File: config.mk
export PLATFORM = sky130hd
export DESIGN_NAME = ifetch
export DESIGN_NICKNAME = d
export VERILOG_FILES = /design/src/rtl/common_pkg.sv /design/src/rtl/pipeline_pkg.sv /design/src/rtl/ifetch.sv
export SDC_FILE = /design/constraint.sdc
export NUM_CORES = 1
export LEC_CHECK = 0
export CORE_ASPECT_RATIO = 1.4
export CORE_MARGIN = 3
export CORE_UTILIZATION = 48
export CTS_BUF_LIST = sky130_fd_sc_hd__clkbuf_2 sky130_fd_sc_hd__clkbuf_4 sky130_fd_sc_hd__clkbuf_8
export CTS_CLUSTER_DIAMETER = 60
export DETAILED_ROUTE_END_ITERATION = 8
export PLACE_DENSITY = 0.84
export SLEW_MARGIN = 30
export SYNTH_ARGS = -nofsm -noshare
export SYNTH_HDL_FRONTEND = slang
export SYNTH_SLANG_ARGS = --single-unit
File: constraint.sdc
create_clock -name clk -period 6.7 [get_ports clk]
set_input_delay 1.34 -clock clk [delete_from_list [all_inputs] [get_ports clk]]
set_output_delay 1.34 -clock clk [all_outputs]
set_load 0.02 [all_outputs]
File: src/rtl/common_pkg.sv
// -----------------------------------------------------------------------------
// common -- basic fixed-width scalar types shared across the pipeline.
//   u64 : 64-bit word (addresses, PCs)
//   u32 : 32-bit word (instructions)
//   u1  : single-bit flag
// -----------------------------------------------------------------------------
package common;

    typedef logic [63:0] u64;
    typedef logic [31:0] u32;
    typedef logic        u1;

endpackage : common

File: src/rtl/pipeline_pkg.sv
// -----------------------------------------------------------------------------
// pipeline -- definitions shared by the pipeline stages.
//   fetch_state_t    : instruction-fetch FSM encoding
//   PC_RESET_DEFAULT : first fetch address after reset
// -----------------------------------------------------------------------------
package pipeline;

    import common::*;

    typedef enum logic [1:0] {
        IDLE    = 2'd0,  // one quiet cycle after reset
        FETCH   = 2'd1,  // bus request for pc in flight
        DISCARD = 2'd2,  // finish an abandoned request, drop its data
        HOLD    = 2'd3   // instruction presented to decode
    } fetch_state_t;

    localparam u64 PC_RESET_DEFAULT = 64'h0000_0000_8000_0000;

endpackage : pipeline

File: src/rtl/ifetch.sv
// -----------------------------------------------------------------------------
// ifetch -- instruction fetch stage.
//
// Issues one instruction-bus request per PC, holds the returned instruction
// until decode accepts it, then advances pc by 4. A redirect replaces pc at any
// point; a request already on the bus is always completed (its data dropped in
// DISCARD) so ireq_valid never retracts before iresp_ok. Misaligned PCs produce
// no bus request and are handed to decode with out_misaligned set.
//
// Ports
//   clk, reset          : clock (rising edge), async active-high reset
//   redirect, redirect_pc : flush and new fetch target
//   ireq_valid, ireq_addr : instruction-bus request
//   iresp_ok, iresp_data  : bus completion and returned instruction
//   out_valid, out_ready  : handshake with decode
//   out_pc, out_inst, out_misaligned : fetched instruction bundle
//   pcplus4             : pc + 4, for the external PC-select block
// -----------------------------------------------------------------------------
module ifetch
    import common::*;
    import pipeline::*;
#(
    parameter u64 PC_RESET = PC_RESET_DEFAULT
) (
    input  logic        clk,
    input  logic        reset,
    input  logic        redirect,
    input  logic [63:0] redirect_pc,
    output logic        ireq_valid,
    output logic [63:0] ireq_addr,
    input  logic        iresp_ok,
    input  logic [31:0] iresp_data,
    output logic        out_valid,
    input  logic        out_ready,
    output logic [63:0] out_pc,
    output logic [31:0] out_inst,
    output logic        out_misaligned,
    output logic [63:0] pcplus4
);

    fetch_state_t state_q, state_d;
    u64           pc_q, pc_d;
    u64           req_addr_q, req_addr_d;
    u32           inst_q, inst_d;
    u1            misaligned_q, misaligned_d;

    logic aligned;

    assign aligned = (pc_q[1:0] == 2'b00);
    assign pcplus4 = pc_q + 64'd4;  // wraps modulo 2^64

    always_comb begin
        // NOTE: every next-state signal defaults to its current value so no
        // path through the case below can infer a latch.
        state_d      = state_q;
        pc_d         = pc_q;
        req_addr_d   = req_addr_q;
        inst_d       = inst_q;
        misaligned_d = misaligned_q;

        unique case (state_q)
            IDLE: begin
                state_d = FETCH;
            end

            FETCH: begin
                // Remember the address on the bus in case a redirect forces
                // the request to be completed from DISCARD.
                if (aligned) begin
                    req_addr_d = pc_q;
                end
                if (redirect) begin
                    pc_d = redirect_pc;
                    // Only an outstanding, unanswered request needs DISCARD;
                    // a completed one (or none at all) restarts immediately.
                    if (aligned && !iresp_ok) begin
                        state_d = DISCARD;
                    end
                end else if (!aligned) begin
                    inst_d       = 32'h0;
                    misaligned_d = 1'b1;
                    state_d      = HOLD;
                end else if (iresp_ok) begin
                    inst_d       = iresp_data;
                    misaligned_d = 1'b0;
                    state_d      = HOLD;
                end
            end

            DISCARD: begin
                if (redirect) begin
                    pc_d = redirect_pc;
                end
                if (iresp_ok) begin
                    state_d = FETCH;
                end
            end

            HOLD: begin
                if (redirect) begin
                    pc_d    = redirect_pc;
                    state_d = FETCH;
                end else if (out_ready) begin
                    pc_d    = pcplus4;
                    state_d = FETCH;
                end
            end

            default: begin
                state_d = IDLE;
            end
        endcase
    end

    always_ff @(posedge clk or posedge reset) begin
        if (reset) begin
            state_q      <= IDLE;
            pc_q         <= PC_RESET;
            req_addr_q   <= '0;
            inst_q       <= '0;
            misaligned_q <= 1'b0;
        end else begin
            // NOTE: non-blocking assignments so every register samples the
            // pre-edge value of its neighbours.
            state_q      <= state_d;
            pc_q         <= pc_d;
            req_addr_q   <= req_addr_d;
            inst_q       <= inst_d;
            misaligned_q <= misaligned_d;
        end
    end

    // In FETCH the request address is pc itself so the first request cycle
    // needs no extra register stage; DISCARD replays the captured address.
    assign ireq_valid     = ((state_q == FETCH) && aligned) || (state_q == DISCARD);
    assign ireq_addr      = (state_q == FETCH) ? pc_q : req_addr_q;

    assign out_valid      = (state_q == HOLD) && !redirect;
    assign out_pc         = pc_q;
    assign out_inst       = inst_q;
    assign out_misaligned = misaligned_q;

endmodule : ifetch

==> flow_summary.ini <==
[drt]
wl_per_cell_um = 20.72
num_vias = 9167
ant_nets = 0
routed_via_density = 5.907
drtIter0Drc = 718
drcViolationCount = 0
routed_wirelength_um = 32160
first_pass_iters = 5

[worst_setup_path]
crit_path_end = pcplus4[52]
criticalPathCategory = register to output port
path_max_fanout = 13
arrival_ns = 3.92
end_kind = output port
reg2reg_setup_slack_ns = 3.68
crit_start = out_pc[31]
crit-reg2reg-launch = out_pc[31]
ff2ff_path_depth = 5
r2r_end = out_pc[54]
critical_path.startpoint_type = register
cp_data_required_time_ns = 5.36

[timing]
rsz0062_at_grt = false
setup_viol = 0
slew_headroom_pct = 33.64
hold_violations = 0
tns_ns = 0
finalClockSkew_ns = 0.01696
tightestPinTransition_ns = 0.9954
min_period_over_period_pct = 78.52
holdWs_ns = 0.4854
drv_slew = 0
fmax_mhz = 190.1
fin_crit_ns = 5.261

[power_and_ir_drop]
pwr-share-clk_pct = 9.0
seq_power_share_pct = 27.1
swShare_pct = 46.68
p_per_area_nw_per_um2 = 577.8
peakVddDrop_mv = 0.3744
p_leak_nw = 5.205
net-switching-power_mw = 3.635
p_int_mw = 4.152
combPwrFrac_pct = 64.0
total_power_mw = 7.787

[run_status]
status = finished, final reports clean

[logic_synthesis]
synth_edf_count = 0
syn_inst = 1037
synth-seq-cells = 163
ys_types = 59
synthesis.nets = 1143
synth_area_um2 = 9799
netlist_top_cells_area = dfrtp_1, mux2_2, nand2_1
async_flop_share_pct = 100.0
yosysSeqAreaShare_pct = 41.64
yosysWarningCount = 0
synth_ff_type = dfrtp_1
yosysTopAreaCell = dfrtp_1
syn_avg_cell_area_um2 = 9.450
yosys.area.top_type_share_pct = 41.37

[global_route]
grt_pass1_vias = 9045
grtUsageTotal_pct = 28.11
antenna_found_initial = 2
globalRouteOverflowTotal = 0
grt_pass1_wl_um = 49960
grt_max_degree = 86

[cts]
clk_pin_slew_ns = 0.09
postCtsHoldBufs = 0
post_cts_resized = 0
cts_buffers = 17
cts-root-buf = clkbuf_8
cts_setup_buffers = 0
clk_latency_ns = 0.46
cts_tree = built
htreeDepth = 4
clockBufferDepth = 2
clock-sinks = 163

[floorplanning]
design.die.area_um2 = 22190
die_w_um = 126.8
ios = 328
core_area_um2 = 20000
chipHeight_um = 175.1
start_util_pct = 49.01
rows = 61

[hold_path]
hp-class = register to register
min_from = out_inst[31]

[finish]
num_antenna_cells = 0
seqCellArea_um2 = 4080
syn2layout_area_growth_pct = 37.54
drive_gt1_share_pct = 15.38
n_fill_cell = 1583
nets = 1393
layout_common_cells = clkdlybuf4s50_1, dfrtp_1, nand2_1
layout_commonest_cell = clkdlybuf4s50_1
multi_input_area_um2 = 5269

[job]
maxCapViolCount = 0

[place]
routabilityCongestion = 0.8835
dp_hpwl_um = 22850
port_buffers = 327
## Yosys cell counts, types with 3 or more instances
library cell  count
a21oi_1          35
and2_1            5
or2_2             3
or4_1            10
mux2i_1           4
ha_1              5
clkbuf_1         72
a31oi_1           7
o21a_1            5
o22ai_1          21
xor2_1           21
buf_1             9
o211ai_1          8
dfrtp_1         162
nor3_1           29
a211oi_1          4
nor4_4            3
nand4_2           4
or3_1             9
a2bb2oi_1        18
nor4_1           15
and3_1           16
o32a_1            4
and4_1            5
mux2_2          129
inv_1            13
buf_2            22
nor2b_1           4
a22oi_1           5
nand2_1         139
nand4_1          31
nand3_1          43
o21ai_0          52
xnor2_1          39
nor2_1           46
o22a_1            8
## how the worst min path moves through the flow
| stage | end | slack (ns) | depth (start not counted) |
|---|---|---|---|
| 2_1_floorplan | req_addr_q[0] | 0.46 | 1 |
| 3_3_place_gp | out_inst[22] | 0.46 | 2 |
| 3_5_place_dp | out_inst[31] | 0.47 | 2 |
| 4_1_cts | out_inst[31] | 0.49 | 2 |
| 5_1_grt | out_inst[24] | 0.52 | 2 |
| 6_report | out_inst[31] | 0.49 | 2 |
## metal layers
metal / track usage [%] / share of wire (%) / up-vias
met5: 0 / 0.084 / -
met2: 49.85 / 52 / 439
met4: 10.20 / 3.2 / 4
met3: 7.125 / 8.3 / 69
met1: 32.57 / 37 / 4428
li1: - / - / 4227
## worst max-delay path, stage by stage, from the launching register on
cell and delay, ns:
dfstp_2 0.62, nand4_1 0.38, nor4_1 0.59, nand3_1 0.54, or3_1 0.55, xnor2_1 0.14, clkdlybuf4s50_1 0.63
## area by class of cell
class                      count  area share [%]
multi-input combinational    754           39.09
sequential                   163           30.27
timing repair buffer         337           24.99
tap                          252           2.339
clock buffer                  19           1.940
clock inverter                13          0.9283
inverter                      14          0.4363
## flip-flops by register name, summed over array words and instances (netlist names)
signal,flops
out_inst,32
out_pc,64
req_addr_q,64
state_q,2
out_misaligned,1
## power groups by stage
stage	logic [mW]	registers [mW]	clock network, mW
2_1_floorplan	2.80	2.11	0
3_3_place_gp	4.91	2.06	0
3_5_place_dp	4.97	2.11	0
4_1_cts	5.00	2.09	0.716
5_1_grt	5.27	2.19	0.752
6_report	4.98	2.11	0.697
## kinds of logic (layout without fill, tap and decap cells)
| logic type | after synthesis | after routing | synth area share [%] |
|---|---|---|---|
| buf+inv | 120 | 383 | 5.031 |
| simple gates | 372 | 372 | 19.69 |
| compound gates | 184 | 184 | 12.41 |
| mux | 133 | 133 | 15.23 |
| fa+ha+maj | 5 | 5 | 0.6384 |
| flops | 163 | 163 | 41.64 |
| xor+xnor | 60 | 60 | 5.363 |
## metrics by stage
stage | setup slack, ns | cells | area, um^2 | util (%)
final | 1.439 | 1552 | 13480 | 67.40
after global routing | 1.238 | 1552 | 13480 | 67.40
after CTS | 1.480 | 1552 | 13470 | 67.38
after detailed placement | 1.988 | 1520 | 13090 | 65.44
after global placement | 2.089 | 1519 | 13060 | 65.30
after floorplan | 0.9567 | 1037 | 9799 | -
No activity file was read; power rests on OpenSTA's default activity.
